`src/rtl/pcie_dma_read_engine.sv`:
```
// Endpoint DMA read requester: one MRd TLP per command, CplD data written to a local buffer.
// Define DMA_RD_TIMEOUT_EN to enable the completion timeout (TIMEOUT_CYC cycles in WAIT).
module pcie_dma_read_engine #(
  parameter int unsigned BUF_AW      = 10,
  parameter int unsigned MAX_READ_DW = 32,
  parameter int unsigned TIMEOUT_CYC = 4096
) (
  input  logic              user_clk,
  input  logic              user_reset,
  input  logic [15:0]       requester_id,
  input  logic              cmd_valid,
  output logic              cmd_ready,
  input  logic [63:0]       cmd_addr,
  input  logic [9:0]        cmd_len,
  input  logic [BUF_AW-1:0] cmd_buf_addr,
  output logic              done,
  output logic              error,
  output logic [63:0]       s_axis_tx_tdata,
  output logic [7:0]        s_axis_tx_tkeep,
  output logic              s_axis_tx_tlast,
  output logic              s_axis_tx_tvalid,
  output logic [3:0]        s_axis_tx_tuser,
  input  logic              s_axis_tx_tready,
  input  logic [63:0]       m_axis_rx_tdata,
  input  logic [7:0]        m_axis_rx_tkeep,
  input  logic              m_axis_rx_tlast,
  input  logic              m_axis_rx_tvalid,
  input  logic [21:0]       m_axis_rx_tuser,
  output logic              m_axis_rx_tready,
  output logic [1:0]        buf_we,
  output logic [BUF_AW-1:0] buf_waddr0,
  output logic [BUF_AW-1:0] buf_waddr1,
  output logic [31:0]       buf_wdata0,
  output logic [31:0]       buf_wdata1
);

  localparam logic [9:0] MaxLen  = 10'(MAX_READ_DW);
  localparam logic [7:0] FmtCplD = 8'h4A;
  localparam logic [7:0] FmtCpl  = 8'h0A;

  typedef enum logic [2:0] {StIdle, StTx0, StTx1, StWait, StDone} state_e;

  state_e            state_q;
  logic [7:0]        tag_q;
  logic [9:0]        rem_q;
  logic [BUF_AW-1:0] ptr_q;
  logic [63:0]       tx_beat1_q;
  logic [7:0]        tx_keep1_q;

  // RX parser: beat index saturates at 2 ("data-only beat").
  logic [1:0]        rx_beat_q;
  logic [7:0]        rx_fmt_q;
  logic [2:0]        rx_status_q;
  logic              rx_hit_q;
  logic              rx_fail_q;

`ifdef DMA_RD_TIMEOUT_EN
  localparam int unsigned ToW = $clog2(TIMEOUT_CYC + 1);
  logic [ToW-1:0] to_cnt_q;
`else
  logic [31:0] unused_timeout;
  assign unused_timeout = TIMEOUT_CYC;
`endif

  logic unused_in;
  assign unused_in = ^{m_axis_rx_tuser, cmd_addr[1:0]};

  assign s_axis_tx_tuser = 4'h0;

  // MRd header built from the live command inputs at accept time.
  logic        is_4dw;
  logic        len_bad;
  logic [31:0] dw0, dw1, addr_lo;
  logic [63:0] beat1;
  logic [7:0]  keep1;

  always_comb begin
    is_4dw  = |cmd_addr[63:32];
    len_bad = (cmd_len == 10'd0) || (cmd_len > MaxLen);
    dw0     = {(is_4dw ? 8'h20 : 8'h00), 14'h0, cmd_len};
    dw1     = {requester_id, tag_q, ((cmd_len == 10'd1) ? 4'h0 : 4'hF), 4'hF};
    addr_lo = {cmd_addr[31:2], 2'b00};
    beat1   = is_4dw ? {addr_lo, cmd_addr[63:32]} : {32'h0, addr_lo};
    keep1   = is_4dw ? 8'hFF : 8'h0F;
  end

  logic        rx_fire, in_wait, rx_b1, hit, good, fail_hdr, fail_ovf, fail_all;
  logic        lo_v, hi_v, data_en, tlp_end;
  logic [1:0]  n_dw, wr_n;
  logic [9:0]  rem_nxt;
  logic [31:0] d0, d1;

  always_comb begin
    rx_fire  = m_axis_rx_tvalid & m_axis_rx_tready;
    in_wait  = (state_q == StWait);
    rx_b1    = (rx_beat_q == 2'd1);
    // Tag/type are only known once DW2 (beat 1) arrives.
    hit      = in_wait & (rx_b1 ? ((m_axis_rx_tdata[15:8] == tag_q) &
                                   ((rx_fmt_q == FmtCplD) | (rx_fmt_q == FmtCpl)))
                                : ((rx_beat_q == 2'd2) & rx_hit_q));
    good     = (rx_fmt_q == FmtCplD) & (rx_status_q == 3'd0);
    fail_hdr = rx_b1 & hit & ~good;
    lo_v     = ~rx_b1 & (|m_axis_rx_tkeep[3:0]);
    hi_v     = |m_axis_rx_tkeep[7:4];
    data_en  = rx_fire & hit & good;
    n_dw     = data_en ? ({1'b0, lo_v} + {1'b0, hi_v}) : 2'd0;
    fail_ovf = ({8'h0, n_dw} > rem_q);
    wr_n     = fail_ovf ? rem_q[1:0] : n_dw;
    rem_nxt  = rem_q - {8'h0, wr_n};
    fail_all = (~rx_b1 & rx_fail_q) | fail_hdr | fail_ovf;
    d0       = lo_v ? m_axis_rx_tdata[31:0] : m_axis_rx_tdata[63:32];
    d1       = m_axis_rx_tdata[63:32];
    tlp_end  = rx_fire & hit & m_axis_rx_tlast;
  end

  always_ff @(posedge user_clk or posedge user_reset) begin
    if (user_reset) begin
      state_q          <= StIdle;
      tag_q            <= 8'h0;
      rem_q            <= 10'h0;
      ptr_q            <= '0;
      tx_beat1_q       <= 64'h0;
      tx_keep1_q       <= 8'h0;
      rx_beat_q        <= 2'd0;
      rx_fmt_q         <= 8'h0;
      rx_status_q      <= 3'd0;
      rx_hit_q         <= 1'b0;
      rx_fail_q        <= 1'b0;
      cmd_ready        <= 1'b0;
      done             <= 1'b0;
      error            <= 1'b0;
      s_axis_tx_tdata  <= 64'h0;
      s_axis_tx_tkeep  <= 8'h0;
      s_axis_tx_tlast  <= 1'b0;
      s_axis_tx_tvalid <= 1'b0;
      m_axis_rx_tready <= 1'b0;
      buf_we           <= 2'b00;
      buf_waddr0       <= '0;
      buf_waddr1       <= '0;
      buf_wdata0       <= 32'h0;
      buf_wdata1       <= 32'h0;
`ifdef DMA_RD_TIMEOUT_EN
      to_cnt_q         <= '0;
`endif
    end else begin
      m_axis_rx_tready <= 1'b1;
      done             <= 1'b0;
      buf_we           <= 2'b00;

      if (rx_fire) begin
        if (m_axis_rx_tlast)          rx_beat_q <= 2'd0;
        else if (rx_beat_q != 2'd2)   rx_beat_q <= rx_beat_q + 2'd1;
        if (rx_beat_q == 2'd0) begin
          rx_fmt_q    <= m_axis_rx_tdata[31:24];
          rx_status_q <= m_axis_rx_tdata[47:45];
        end
        if (rx_b1) rx_hit_q  <= hit;
        if (hit)   rx_fail_q <= fail_all;
      end

      // Excess dwords beyond the remaining count are dropped by clamping wr_n.
      if (data_en) begin
        buf_we     <= {wr_n == 2'd2, wr_n != 2'd0};
        buf_waddr0 <= ptr_q;
        buf_waddr1 <= ptr_q + BUF_AW'(1);
        buf_wdata0 <= d0;
        buf_wdata1 <= d1;
        rem_q      <= rem_nxt;
        ptr_q      <= ptr_q + BUF_AW'(wr_n);
      end

      unique case (state_q)
        StIdle: begin
          cmd_ready <= 1'b1;
          if (cmd_valid && cmd_ready) begin
            cmd_ready <= 1'b0;
            if (len_bad) begin
              state_q <= StDone;
              done    <= 1'b1;
              error   <= 1'b1;
            end else begin
              rem_q            <= cmd_len;
              ptr_q            <= cmd_buf_addr;
              tx_beat1_q       <= beat1;
              tx_keep1_q       <= keep1;
              s_axis_tx_tdata  <= {dw1, dw0};
              s_axis_tx_tkeep  <= 8'hFF;
              s_axis_tx_tlast  <= 1'b0;
              s_axis_tx_tvalid <= 1'b1;
              state_q          <= StTx0;
            end
          end
        end
        StTx0: begin
          if (s_axis_tx_tready) begin
            s_axis_tx_tdata <= tx_beat1_q;
            s_axis_tx_tkeep <= tx_keep1_q;
            s_axis_tx_tlast <= 1'b1;
            state_q         <= StTx1;
          end
        end
        StTx1: begin
          if (s_axis_tx_tready) begin
            s_axis_tx_tdata  <= 64'h0;
            s_axis_tx_tkeep  <= 8'h0;
            s_axis_tx_tlast  <= 1'b0;
            s_axis_tx_tvalid <= 1'b0;
            state_q          <= StWait;
`ifdef DMA_RD_TIMEOUT_EN
            to_cnt_q         <= '0;
`endif
          end
        end
        StWait: begin
          // A matching TLP is judged as a whole at its last beat.
          if (tlp_end && (fail_all || rem_nxt == 10'd0)) begin
            state_q <= StDone;
            done    <= 1'b1;
            error   <= fail_all;
          end
`ifdef DMA_RD_TIMEOUT_EN
          else if (to_cnt_q == ToW'(TIMEOUT_CYC - 1)) begin
            state_q <= StDone;
            done    <= 1'b1;
            error   <= 1'b1;
          end else begin
            to_cnt_q <= data_en ? '0 : to_cnt_q + ToW'(1);
          end
`endif
        end
        StDone: begin
          tag_q     <= tag_q + 8'h1;
          error     <= 1'b0;
          cmd_ready <= 1'b1;
          state_q   <= StIdle;
        end
        default: state_q <= StIdle;
      endcase
    end
  end

endmodule
```
`config.mk`:
```
export PLATFORM = sky130hd
export DESIGN_NAME = pcie_dma_read_engine
export DESIGN_NICKNAME = d
export VERILOG_FILES = /design/src/rtl/pcie_dma_read_engine.sv
export SDC_FILE = /design/constraint.sdc
export NUM_CORES = 1
export LEC_CHECK = 0
export CORE_ASPECT_RATIO = 1.5
export CORE_MARGIN = 2
export CORE_UTILIZATION = 51
export CTS_CLUSTER_SIZE = 24
export DETAILED_ROUTE_END_ITERATION = 8
export PLACE_DENSITY = 0.95
export RECOVER_POWER = 100
export SKIP_CTS_REPAIR_TIMING = 1
export SLEW_MARGIN = 20
export SYNTH_ARGS = -nofsm -noshare
export SYNTH_HDL_FRONTEND = slang
export SYNTH_SLANG_ARGS = --single-unit
```
`constraint.sdc`:
```
create_clock -name user_clk -period 23.9 [get_ports user_clk]
set_clock_uncertainty 0.15 [all_clocks]
set_input_delay 4.78 -clock user_clk [delete_from_list [all_inputs] [get_ports user_clk]]
set_output_delay 4.78 -clock user_clk [all_outputs]
set_load 0.01 [all_outputs]
```
Yosys cells after proc, flatten, opt, wreduce, memory -nomap -nowiden
Index checks and enable logic that the tools add are counted. Widths: inputs -> output; s select.

Word-level logic and storage cells: 148. Flip-flop bits (word level): 282. Bits of input ports: 200. Output and inout bits: 168.

Order comparisons: 2. Bitwise gates (word level): 18. Add/subtract/negate cells: 6. Eq/ne operators: 18. Mux-type cells: 53. Reduce and logical (&&, ||, !) cells: 27.

Operators with widths (count): $mux 64 (5); $pmux 64 s3 (1); $mux 10 (8); $mux 8 (5); $mux 32 (1); $reduce_or 32->1 (1); $pmux 8 s3 (1); $logic_not 10->1 (2); $mux 3 (5); $mux 1 (14); $and 1x1->1 (12); $ne 2x2->1 const B (6); $pmux 3 s4 (1); $reduce_and 4->1 (3); $add 10x1->10 const B (1); $add 10x2->10 (1); $eq 10x1->1 const B (1); $gt 10x6->1 const B (1); $gt 2x10->1 (1); $mux 2 (5); $sub 10x2->10 (1); $add 8x1->8 const B (1); $eq 8x4->1 const B (1); $eq 8x7->1 const B (1); 25 further kinds (45).

Longest topological paths before layout
Depth in word-level cells: 16. Gate-level depth with buffers: 21. Depth with buffers taken out: 20.

Worst setup path before layout
No wires, ideal clock.

Kind: input -> register. Start: input m_axis_rx_tkeep[0]. End: register state_q[0]. Setup time: 0.131 ns. Data required time: 23.619 ns. Stages: 17. Slack: 14.863 ns. Arrival time: 8.756 ns. Buffers on the path: 1. Path through: nor4_1 nor2_1 clkbuf_1 ha_1 and3_1 ha_1 nor2b_1 o2111ai_1 a21o_1 inv_1 ha_1 nor2b_1 or4b_2 a21oi_1 o2111ai_1 a21oi_1 nor3_1.

Word-level cells in the longest chain between the ends: 12. Elaborated cells on any way between the ends: 13. Classes of those cells: add/sub (2); order compare (1); eq/ne (1); mux (2); bitwise (2); reduce/logical (5).

RTL lines: from (decl) (RTL line 25) `input logic [7:0] m_axis_rx_tkeep,`; $reduce_or 4->1 (*) (RTL line 103) `lo_v = ~rx_b1 & (|m_axis_rx_tkeep[3:0]);`; $and 1x1->1 (*) (RTL line 103); $add 1x1->2 (*) (RTL line 106) `n_dw = data_en ? ({1'b0, lo_v} + {1'b0, hi_v}) : 2'd0;`; $mux 2 (*) (RTL line 106); $gt 2x10->1 (RTL line 107) `fail_ovf = ({8'h0, n_dw} > rem_q);`; $mux 2 (RTL line 108) `wr_n = fail_ovf ? rem_q[1:0] : n_dw;`; $sub 10x2->10 (RTL line 109) `rem_nxt = rem_q - {8'h0, wr_n};`; $logic_not 10->1 (RTL line 216) `if (tlp_end && (fail_all || rem_nxt == 10'd0)) begin`; $logic_or 1x1->1 (*) (RTL line 216); $logic_and 1x1->1 (*) (RTL line 216); $ne 2x1->1 (no line) (*); $reduce_and 4->1 (no line) (*); to (signal assigned) (RTL line 217) `state_q <= StDone;`; to (signal assigned) (RTL line 235) `state_q <= StIdle;`; to (signal assigned) (RTL line 237) `default: state_q <= StIdle;`; to (decl) (RTL line 43) `state_e state_q;`.

Mark *: on every way between the ends. The rest lies on a longest branch, timed or not. A chain may end at the register's enable or synchronous reset.

==> qor.csv <==
stage;metric;value;unit
clock_tree;clkTransAtPathRegs;0.06;ns
setup_path;rr_startpoint;rx_beat_q[1];
synth;synth_common_cells;dfrtp_1 (267), nand2_1 (253), a21oi_1 (86);
synth;synth_area;11820;um2
status;violations;capacitance limit, slew limit;
power;power_density;84.74;nW/um2
setup_path;critPathMaxStageDelay;3.11;ns
placed_design;dpl.hpwl;23530;um
global_routing;grt-ovfl-total;0;
sta;tightest_slew;5.578;ns
global_routing;first_global_vias;10510;
synth;synth_ff_type;dfrtp_1;
clock_tree;h-tree-depth;1;
setup_path;startpoint_type;input port;
synth;synth-seq-cells;267;
floorplan;core.rowCount;68;
setup_path;r2r-end;buf_wdata0[26];
synth;ys_types;52;
route;wl_per_cell;19.36;um
route;dr.pass1.iters;5;
synth;synth_top_area_share;56.53;%
synth;yosysSeqAreaShare;56.53;%
clock_tree;cts-root-buf;clkbuf_16;
sta;slew_headroom;-273.9;%
layout;area.growth.synth_to_final;36.16;%
synth;synth_most_common_cell;dfrtp_1;
setup_path;slowest_stage;clkinvlp_2;
status;outcome;finished with violations;
sta;final-hold-violation-count;0;
setup_path;path_buf_inv;3;
synth;ys_warn_count;0;
floorplan;start_util;51.64;%
layout;fillers;1555;
clock_tree;tritoncts;done;
global_routing;grt.total_usage;27.64;%
sta;period_minus_slack;11.90;ns
route;vias_per_cell;5.781;
sta;post-route-period-util;49.80;%
setup_path;crit_arrival;11.49;ns
clock_tree;cts.sinks;267;
power;power;1364;uW
setup_path;reg2reg_slack;16.58;ns
setup_path;required;23.48;ns
floorplan;die_y;190.4;um
layout;final_nets;1679;
synth;synth_cells;1168;
job;cap_violations;9;
sta;fmax;84.01;MHz
setup_path;critPathMaxFanout;127;
route;drtAntennaViolNets;0;
hold_path;hold_depth;2;
clock_tree;cts_made_buffers;26;
sta;timing.final.setup_violations;0;
setup_path;end_kind;async pin;
floorplan;fp.dieW;128.3;um
clock_tree;cts_buffer_depth;3;
placed_design;gp_congestion;0.8773;
hold_path;hold-path-endpoint;buf_wdata1[2];
synth;async_flop_share;100.0;%
placed_design;portBuffers;339;
route;num_vias;10200;
power;peakVddDrop;0.00006988;V
global_routing;antenna_found_initial;0;
setup_path;r2r_cells;8;
global_routing;grt_pass1_wl;53650;um
synth;synth_area_leaders;dfrtp_1 (57%), nand2_1 (8.0%), a22o_1 (3.7%);
clock_tree;worstSkewPairLatency;0.53;ns
setup_path;cp_top_family;buffers and inverters;
floorplan;die-area;24430;um2
synth;yosysTopAreaCell;dfrtp_1;
route;drt_iter0_markers;620;
hold_path;hold_start;buf_wdata1[2];
hold_path;hp-class;reg2reg;
sta;rsz0062_at_grt;false;
sta;drv_slew;704;
route;drc;0;
global_routing;grt_max_degree;128;
floorplan;io_pins;368;
sta;finalSetupTns;0;ns
layout;n_antenna_cell;0;
layout;drive_gt1_share;4.919;%
synth;synth_edf_count;0;
setup_path;crit_path_cell_trace;dlygate4sd3_1 -> clkinvlp_2 -> clkbuf_1;
synth;avgSynthCellArea;10.12;um2
route;drt-total-wl;34140;um
power;power.leakage;0.008336;uW
setup_path;critPathKind;in2async;
floorplan;coreArea;22890;um2
## logic make-up (layout without fill, tap and decap cells)
group | count (synthesis) | in the layout | share of synthesized area [%]
compound gates | 255 | 255 | 14.20
xor+xnor | 41 | 41 | 3.038
fa+ha+maj | 14 | 14 | 1.609
buf+inv | 99 | 412 | 4.108
flops | 267 | 267 | 56.53
mux | 45 | 45 | 3.938
other cells | 2 | 5 | 0.06354
simple gates | 445 | 445 | 16.52
## worst min-delay path, stage by stage, from the launching register on
cell,delay (ns)
dfrtp_1,0.33
nand2_1,0.05
nand2_1,0.05
## state kept, by name, summed over array words and instances, names as in the netlist, 2 cells and up
register,count
rx_beat_q,2
buf_we,2
buf_wdata1,32
s_axis_tx_tdata,63
ptr_q,10
rx_fmt_q,8
state_q,3
tag_q,8
buf_wdata0,32
rx_status_q,3
tx_keep1_q,2
rem_q,10
buf_waddr1,10
tx_beat1_q,62
buf_waddr0,10
s_axis_tx_tkeep,2
## how the worst max path moves through the flow
stage	start	end	slack [ns]	depth (start not counted)
2_1_floorplan	user_reset	buf_waddr0[0]	11.62	1
6_report	user_reset	tx_beat1_q[56]	12.00	3
5_1_grt	user_reset	tx_beat1_q[56]	10.40	3
4_1_cts	m_axis_rx_tvalid	state_q[0]	14.48	19
3_5_place_dp	m_axis_rx_tvalid	state_q[0]	13.95	19
3_3_place_gp	m_axis_rx_tvalid	state_q[0]	14.13	19
## placed cells by master (no fill, tap or decap), types with 27 or more instances in the layout
cell	instances
nand3_1	47
nand2_1	253
clkbuf_16	27
clkdlybuf4s50_1	171
dlygate4sd3_1	168
dfrtp_1	267
a22o_1	50
o21ai_0	51
a21o_1	36
nor2_1	64
mux2i_1	33
a21oi_1	86
## power by group
group	switching, uW	internal (uW)	total [uW]	leakage, uW
clock	178	245	423	0.000422
sequential	67.1	538	605	0.00363
combinational	177	158	335	0.00429
total	422	941	1360	0.00834
## final cells by class
type                       count  area, um2  area share, %
clock buffer                  29      703.2          4.369
clock inverter                18      186.4          1.158
inverter                      16      61.31         0.3810
multi-input combinational    805       4664          28.98
sequential                   267       6681          41.52
tap                          280      350.3          2.177
timing repair buffer         349       3446          21.41
## per-layer routing
metal	vias to the layer above	GRT usage (%)	part of all wire, %
li1	4636	-	-
met1	4972	30.91	35
met2	491	49.84	52
met3	98	6.846	8.7
met4	0	11.33	4.1
met5	-	0	0
## metrics by stage
| step | cells | util [%] | hold slack (ns) | instance area (um2) | setup slack, ns |
|---|---|---|---|---|---|
| 6_report | 1764 | 70.31 | 0.3071 | 16090 | 12.00 |
| 5_1_grt | 1764 | 70.31 | 0.3310 | 16090 | 10.40 |
| 4_1_cts | 1764 | 70.55 | 0.3182 | 16150 | 14.48 |
| 3_5_place_dp | 1717 | 66.66 | 0.3042 | 15260 | 13.95 |
| 3_3_place_gp | 1717 | 66.66 | 0.2983 | 15260 | 14.13 |
| 2_1_floorplan | 1171 | - | 0.2861 | 11830 | 11.62 |
Power figures use the tool's default switching activity.
